--- src/rtl/vm_pkg.sv ---
// rtl/vm_pkg.sv - shared denominations and payout FSM states
// Denomination indices, the cents value of each tube and the
// change_dispenser state enum.
package vm_pkg;

    localparam int NUM_DEN = 6;

    localparam int DEN_5C  = 0;
    localparam int DEN_10C = 1;
    localparam int DEN_25C = 2;
    localparam int DEN_50C = 3;
    localparam int DEN_1D  = 4;
    localparam int DEN_5D  = 5;

    // Cents per coin, indexed by tube number; ascending so the greedy
    // search can simply keep the last qualifying index.
    localparam int DENOM_CENTS [NUM_DEN] = '{5, 10, 25, 50, 100, 500};

    typedef enum logic [2:0] {
        ST_IDLE,
        ST_SELECT,
        ST_PULSE,
        ST_GAP,
        ST_DONE
    } state_t;

endpackage

--- src/rtl/coin_inventory.sv ---
// rtl/coin_inventory.sv - six tube coin counters with load and decrement
// Ports:
//   clk, rst          clock, synchronous active-high reset (tubes -> INIT_COUNT)
//   load_en/load_den  overwrite tube load_den with load_cnt (indices 6,7 ignored)
//   dec_en/dec_den    remove one coin from tube dec_den (never below zero)
//   nonzero           per-tube "has at least one coin" flag
module coin_inventory
    import vm_pkg::*;
#(
    parameter int CNT_W      = 8,
    parameter int INIT_COUNT = 20
) (
    input  logic               clk,
    input  logic               rst,
    input  logic               load_en,
    input  logic [2:0]         load_den,
    input  logic [CNT_W-1:0]   load_cnt,
    input  logic               dec_en,
    input  logic [2:0]         dec_den,
    output logic [NUM_DEN-1:0] nonzero
);

    logic [NUM_DEN-1:0][CNT_W-1:0] count;

    always_ff @(posedge clk) begin
        if (rst) begin
            for (int i = 0; i < NUM_DEN; i++) begin
                count[i] <= CNT_W'(INIT_COUNT);
            end
        end else begin
            for (int i = 0; i < NUM_DEN; i++) begin
                if (load_en && load_den == 3'(i)) begin
                    count[i] <= load_cnt;
                end
                if (dec_en && dec_den == 3'(i) && count[i] != '0) begin
                    count[i] <= count[i] - CNT_W'(1);
                end
            end
        end
    end

    always_comb begin
        nonzero = '0;
        for (int i = 0; i < NUM_DEN; i++) begin
            nonzero[i] = (count[i] != '0);
        end
    end

endmodule

--- src/rtl/change_dispenser.sv ---
// rtl/change_dispenser.sv - greedy coin payout with tube inventory
// Ports:
//   clk, rst                     clock, synchronous active-high reset
//   start, change_amt            request payout of change_amt cents (IDLE only)
//   load_en, load_den, load_cnt  tube refill (IDLE only)
//   busy, done                   payout in progress / 1-cycle end pulse
//   short_flag, remaining        unpaid result, valid from done
//   coin_out                     one-hot eject pulse, bit i = tube i
//   change_five_led              lit once a $5 coin has been ejected
module change_dispenser
    import vm_pkg::*;
#(
    parameter int AMT_W      = 13,
    parameter int CNT_W      = 8,
    parameter int INIT_COUNT = 20,
    parameter int PULSE_CYC  = 4,
    parameter int GAP_CYC    = 2
) (
    input  logic             clk,
    input  logic             rst,
    input  logic             start,
    input  logic [AMT_W-1:0] change_amt,
    input  logic             load_en,
    input  logic [2:0]       load_den,
    input  logic [CNT_W-1:0] load_cnt,
    output logic             busy,
    output logic             done,
    output logic             short_flag,
    output logic [AMT_W-1:0] remaining,
    output logic [5:0]       coin_out,
    output logic             change_five_led
);

    localparam int TMR_W = 8;

    state_t             state;
    state_t             state_next;
    logic [AMT_W-1:0]   amt;
    logic [2:0]         sel_den;
    logic [TMR_W-1:0]   timer;
    logic [NUM_DEN-1:0] nonzero;
    logic               pick_found;
    logic [2:0]         pick_den;
    logic [AMT_W-1:0]   pick_cents;

    coin_inventory #(
        .CNT_W      (CNT_W),
        .INIT_COUNT (INIT_COUNT)
    ) u_inv (
        .clk      (clk),
        .rst      (rst),
        .load_en  (load_en && state == ST_IDLE),
        .load_den (load_den),
        .load_cnt (load_cnt),
        .dec_en   (state == ST_SELECT && pick_found),
        .dec_den  (pick_den),
        .nonzero  (nonzero)
    );

    // Greedy choice: largest stocked coin that still fits in amt.
    always_comb begin
        pick_found = 1'b0;
        pick_den   = '0;
        pick_cents = '0;
        for (int i = 0; i < NUM_DEN; i++) begin
            if (nonzero[i] && AMT_W'(DENOM_CENTS[i]) <= amt) begin
                pick_found = 1'b1;
                pick_den   = 3'(i);
                pick_cents = AMT_W'(DENOM_CENTS[i]);
            end
        end
    end

    always_ff @(posedge clk) begin
        if (rst) begin
            state <= ST_IDLE;
        end else begin
            state <= state_next;
        end
    end

    always_comb begin
        state_next = state;
        busy       = 1'b0;
        done       = 1'b0;
        coin_out   = '0;
        case (state)
            ST_IDLE: begin
                if (start) begin
                    state_next = ST_SELECT;
                end
            end
            ST_SELECT: begin
                busy       = 1'b1;
                state_next = pick_found ? ST_PULSE : ST_DONE;
            end
            ST_PULSE: begin
                busy     = 1'b1;
                coin_out = 6'(1) << sel_den;
                if (timer == TMR_W'(PULSE_CYC - 1)) begin
                    state_next = ST_GAP;
                end
            end
            ST_GAP: begin
                busy = 1'b1;
                if (timer == TMR_W'(GAP_CYC - 1)) begin
                    state_next = ST_SELECT;
                end
            end
            ST_DONE: begin
                done       = 1'b1;
                state_next = ST_IDLE;
            end
            default: state_next = ST_IDLE;
        endcase
    end

    always_ff @(posedge clk) begin
        if (rst) begin
            amt             <= '0;
            sel_den         <= '0;
            timer           <= '0;
            short_flag      <= 1'b0;
            remaining       <= '0;
            change_five_led <= 1'b0;
        end else begin
            // Timer restarts on every state change so PULSE and GAP
            // each count from zero.
            timer <= (state_next != state) ? '0 : timer + TMR_W'(1);
            case (state)
                ST_IDLE: begin
                    if (start) begin
                        amt             <= change_amt;
                        short_flag      <= 1'b0;
                        change_five_led <= 1'b0;
                    end
                end
                ST_SELECT: begin
                    if (pick_found) begin
                        amt     <= amt - pick_cents;
                        sel_den <= pick_den;
                        if (pick_den == 3'(DEN_5D)) begin
                            change_five_led <= 1'b1;
                        end
                    end else begin
                        short_flag <= (amt != '0);
                        remaining  <= amt;
                    end
                end
                default: ;
            endcase
        end
    end

endmodule

--- config.mk ---
export PLATFORM = sky130hd
export DESIGN_NAME = change_dispenser
export DESIGN_NICKNAME = d
export VERILOG_FILES = /design/src/rtl/vm_pkg.sv /design/src/rtl/coin_inventory.sv /design/src/rtl/change_dispenser.sv
export SDC_FILE = /design/constraint.sdc
export NUM_CORES = 1
export LEC_CHECK = 0
export BUFFER_PORTS_ARGS = -buffer_cell sky130_fd_sc_hd__buf_4
export CAP_MARGIN = 25
export CORE_MARGIN = 2
export CORE_UTILIZATION = 66
export DETAILED_ROUTE_END_ITERATION = 6
export GPL_TIMING_DRIVEN = 0
export PLACE_DENSITY_LB_ADDON = 0.15
export REMOVE_ABC_BUFFERS = 1
export SLEW_MARGIN = 20
export SYNTH_ARGS = -nofsm -noshare
export SYNTH_HDL_FRONTEND = slang
export SYNTH_HIERARCHICAL = 1
export SYNTH_SLANG_ARGS = --single-unit
--- constraint.sdc ---
create_clock -name clk -period 10.2 [get_ports clk]
set_input_delay 2.04 -clock clk [delete_from_list [all_inputs] [get_ports clk]]
set_output_delay 2.04 -clock clk [all_outputs]
set_load 0.05 [all_outputs]
==> impl_metrics.py <==
metrics = {
    "layout": {
        "finalNonFillerCells": 896,
        "final_util": 0.7322,
        "areaGrowthSynthToFinish_pct": 8.596,
        "final_nets": 832,
        "layout-drive-gt1-share": 0.1529,
        "antenna_cells": 0,
        "fillers": 703,
        "finalInstanceArea_um2": 6734,
    },
    "power": {
        "p_leak_nw": 2.453,
        "cellPowerDensity_nw_per_um2": 146.1,
        "power_mw": 0.9841,
        "peakVddDrop_v": 0.00007092,
    },
    "detailed_routing": {
        "m1WireLength_um": 7004,
        "post_drt_wl_per_cell_um": 18.31,
        "firstDrtPassIters": 6,
        "first_iter_violations": 718,
        "vias": 6144,
        "ant_nets": 0,
        "met3WireLength_um": 1262,
        "wl_met2_um": 7679,
        "wl_um": 16410,
        "drc": 0,
        "routed_via_density": 6.857,
        "top_layer": "met4",
    },
    "run_status": {
        "status": "finished, final reports clean",
    },
    "synth": {
        "synthCells": 761,
        "synth.yosys.warnings": 6,
        "synth_seq_area_share": 0.2906,
        "synth-edff-count": 0,
        "ys.flop_type": "dfxtp_1",
        "avgSynthCellArea_um2": 8.148,
        "synth_seq_cells": 90,
        "synthDistinctLibCells": 94,
        "async_reset_ff_frac": 0,
        "syn-cell-area_um2": 6201,
    },
    "cts": {
        "cts_buffers": 9,
        "cts_sinks": 90,
        "clk_latency_ps": 370,
        "cts_buffer_depth": 2,
        "postCtsSetupBuffers": 0,
        "hold_buffers": 0,
        "path_clk_slew_ps": 90,
        "cts_root_buf": "clkbuf_8",
        "cts_tree": "done",
        "cts-htree-levels": 3,
        "cts_resized": 0,
    },
    "sta": {
        "worst_pin_slew_ps": 991.3,
        "post-route-period-util": 0.4541,
        "fin_crit_ps": 4632,
        "slew_violations": 0,
        "max_clock_freq_mhz": 215.9,
        "setup_viol": 0,
        "finalSetupTns_ps": 0,
        "setup_ws_ps": 5568,
        "fin_skew_ps": 11.73,
        "slew-limit-headroom": 0.3296,
        "worst_hold_slack_ps": 501.3,
        "finalHoldViolations": 0,
        "rsz0062_at_grt": "no",
    },
    "global_routing": {
        "global_route.overflow_total": 0,
        "grt_pass1_wl_um": 27020,
        "antenna_found_initial": 0,
        "grt_usage": 0.3263,
        "first_global_vias": 5688,
        "grt_max_degree": 78,
    },
    "worst_hold_path": {
        "hp-class": "reg -> reg",
    },
    "die": {
        "die_area_um2": 10190,
        "ios": 51,
        "core-area_um2": 9196,
        "dieHeight_um": 100.9,
        "initial_core_util": 0.6743,
        "rows": 35,
        "die_w_um": 100.9,
    },
    "critical_path": {
        "cp.required_ps": 10420,
        "end_kind": "register",
        "worstPathArrival_ps": 4850,
        "crit_family": "simple AND/OR/NAND/NOR gates",
        "cpMaxStageDelayCell": "nor3b_1",
        "critPathLaunchType": "register",
        "cp_slowest_stage_delay_ps": 600,
        "cp_max_fo": 19,
        "crit_buf_inv": 1,
        "path_class": "reg -> reg",
        "cp_cell_sequence": "inv_1 > ha_1 > nor3b_1 > nand2_1 > o2111ai_1 > o21a_1 > o211ai_2 > nor2_1 > o21a_1 > ha_1 > fa_1 > nand2b_1 > a21oi_1 > o21ai_0 > or3b_2 > o211ai_1 > a311oi_2",
        "reg2reg_slack_ps": 5570,
    },
    "place": {
        "place_congestion": 0.8883,
        "post-dp-hpwl_um": 11050,
        "place_ws_ps": 5768,
        "place_inst": 879,
        "dpl_cell_area_um2": 6472,
        "io_buffers": 50,
    },
    "flow_run": {
        "drv_cap": 0,
    },
}
-- Yosys cell counts, types with 4 or more instances --
master | count | area, µm²
nand3_1 | 30 | 150.1
a21oi_1 | 38 | 190.2
and3_1 | 11 | 68.82
o211ai_1 | 6 | 45.04
buf_6 | 10 | 112.6
nand2b_1 | 11 | 68.82
o31ai_1 | 7 | 52.55
nor4_1 | 9 | 56.30
a221oi_1 | 4 | 35.03
nor4bb_1 | 5 | 50.05
a211oi_1 | 27 | 202.7
ha_1 | 23 | 287.8
nor3b_1 | 13 | 97.59
a311oi_2 | 4 | 60.06
nand3b_1 | 8 | 60.06
a21o_1 | 12 | 90.09
nand4_1 | 9 | 56.30
dfxtp_1 | 90 | 1802
nand4b_1 | 5 | 43.79
a31oi_1 | 24 | 150.1
inv_1 | 28 | 105.1
xor2_1 | 5 | 43.79
a32oi_1 | 4 | 35.03
o21a_1 | 5 | 37.54
xnor2_1 | 5 | 43.79
or2_2 | 8 | 50.05
mux2i_1 | 17 | 170.2
or3_1 | 10 | 62.56
nor3_1 | 30 | 150.1
o21ai_0 | 28 | 140.1
nand4bb_1 | 4 | 45.04
nor2_1 | 81 | 304.0
buf_2 | 7 | 35.03
and2_1 | 7 | 43.79
or3b_2 | 6 | 52.55
clkbuf_1 | 19 | 71.32
nand2_1 | 57 | 214.0
nor2b_1 | 5 | 31.28
or4_1 | 7 | 52.55
-- final timing paths --
kind / startpoint / to / cells past startpoint
max: u_inv/count[32] / amt[6] / 17
min: remaining[6] / remaining[6] / 2
max reg2reg: u_inv/count[32] / amt[6] / 17
min reg2reg: remaining[6] / remaining[6] / 2
-- state kept, by name, indices dropped and copies added (netlist names) --
register and count:
u_inv/count 48, amt 13, remaining 13, timer 8
sel_den 3, state 3, change_five_led 1, short_flag 1
-- placed cells by master (no fill, tap or decap), types with 5 or more instances in the layout --
| master | count |
|---|---|
| o21ai_0 | 27 |
| nand2_1 | 57 |
| nor4_1 | 9 |
| and3_1 | 11 |
| nand3_1 | 30 |
| xnor2_1 | 5 |
| xor2_1 | 5 |
| or2_2 | 8 |
| dfxtp_1 | 90 |
| o31ai_1 | 7 |
| ha_1 | 23 |
| buf_4 | 50 |
| or3b_2 | 6 |
| o21a_1 | 5 |
| a211oi_1 | 27 |
| nor2b_1 | 5 |
| o211ai_1 | 6 |
| nand4_1 | 9 |
| nor2_1 | 81 |
| clkbuf_8 | 10 |
| or4_1 | 7 |
| a21o_1 | 12 |
| nor3b_1 | 13 |
| nand3b_1 | 8 |
| or3_1 | 10 |
| a21oi_1 | 38 |
| nand4b_1 | 5 |
| and2_1 | 7 |
| inv_1 | 28 |
| nor3_1 | 29 |
| mux2i_1 | 17 |
| a31oi_1 | 24 |
| nand2b_1 | 11 |
-- worst register-to-register path, cell delays in order (launching register included) --
cell       delay [ps]
dfxtp_1           340
inv_1              90
ha_1              140
nor3b_1           600
nand2_1           320
o2111ai_1         180
o21a_1            230
o211ai_2          420
nor2_1            370
o21a_1            170
ha_1              180
fa_1              200
nand2b_1          170
a21oi_1           160
o21ai_0           220
or3b_2            460
o211ai_1          120
a311oi_2          110
-- cells by family after synthesis --
family	Yosys count	synth area share
and+or+nand+nor	334	0.2970
AOI/OAI and AO/OA	212	0.2548
DFF	90	0.2906
buffers and inverters	72	0.06215
adders and majority gates	24	0.04964
muxes	19	0.03168
xor gates and xnor gates	10	0.01412
-- power by group --
group / internal [mW] / switching, mW / total, mW / leakage (nW)
clock network: 0.170 / 0.134 / 0.305 / 0.127
logic: 0.108 / 0.174 / 0.282 / 1.60
registers: 0.369 / 0.0285 / 0.397 / 0.731
total: 0.647 / 0.337 / 0.984 / 2.45
-- per-layer routing --
| layer | vias to the layer above | track usage |
|---|---|---|
| li1 | 2907 | - |
| met1 | 2888 | 0.4314 |
| met2 | 289 | 0.5410 |
| met3 | 60 | 0.04716 |
| met4 | 0 | 0.1216 |
| met5 | - | 0 |
-- cell type report --
| cell class | instances | area, µm² | area share |
|---|---|---|---|
| Clock buffer | 10 | 137.6 | 0.02044 |
| Clock inverter | 6 | 112.6 | 0.01672 |
| Inverter | 28 | 105.1 | 0.01561 |
| Multi-Input combinational cell | 599 | 4053 | 0.6018 |
| Sequential cell | 90 | 1802 | 0.2676 |
| Tap cell | 111 | 138.9 | 0.02062 |
| Timing Repair Buffer | 52 | 385.4 | 0.05723 |
(Power assumes the default switching activity.)
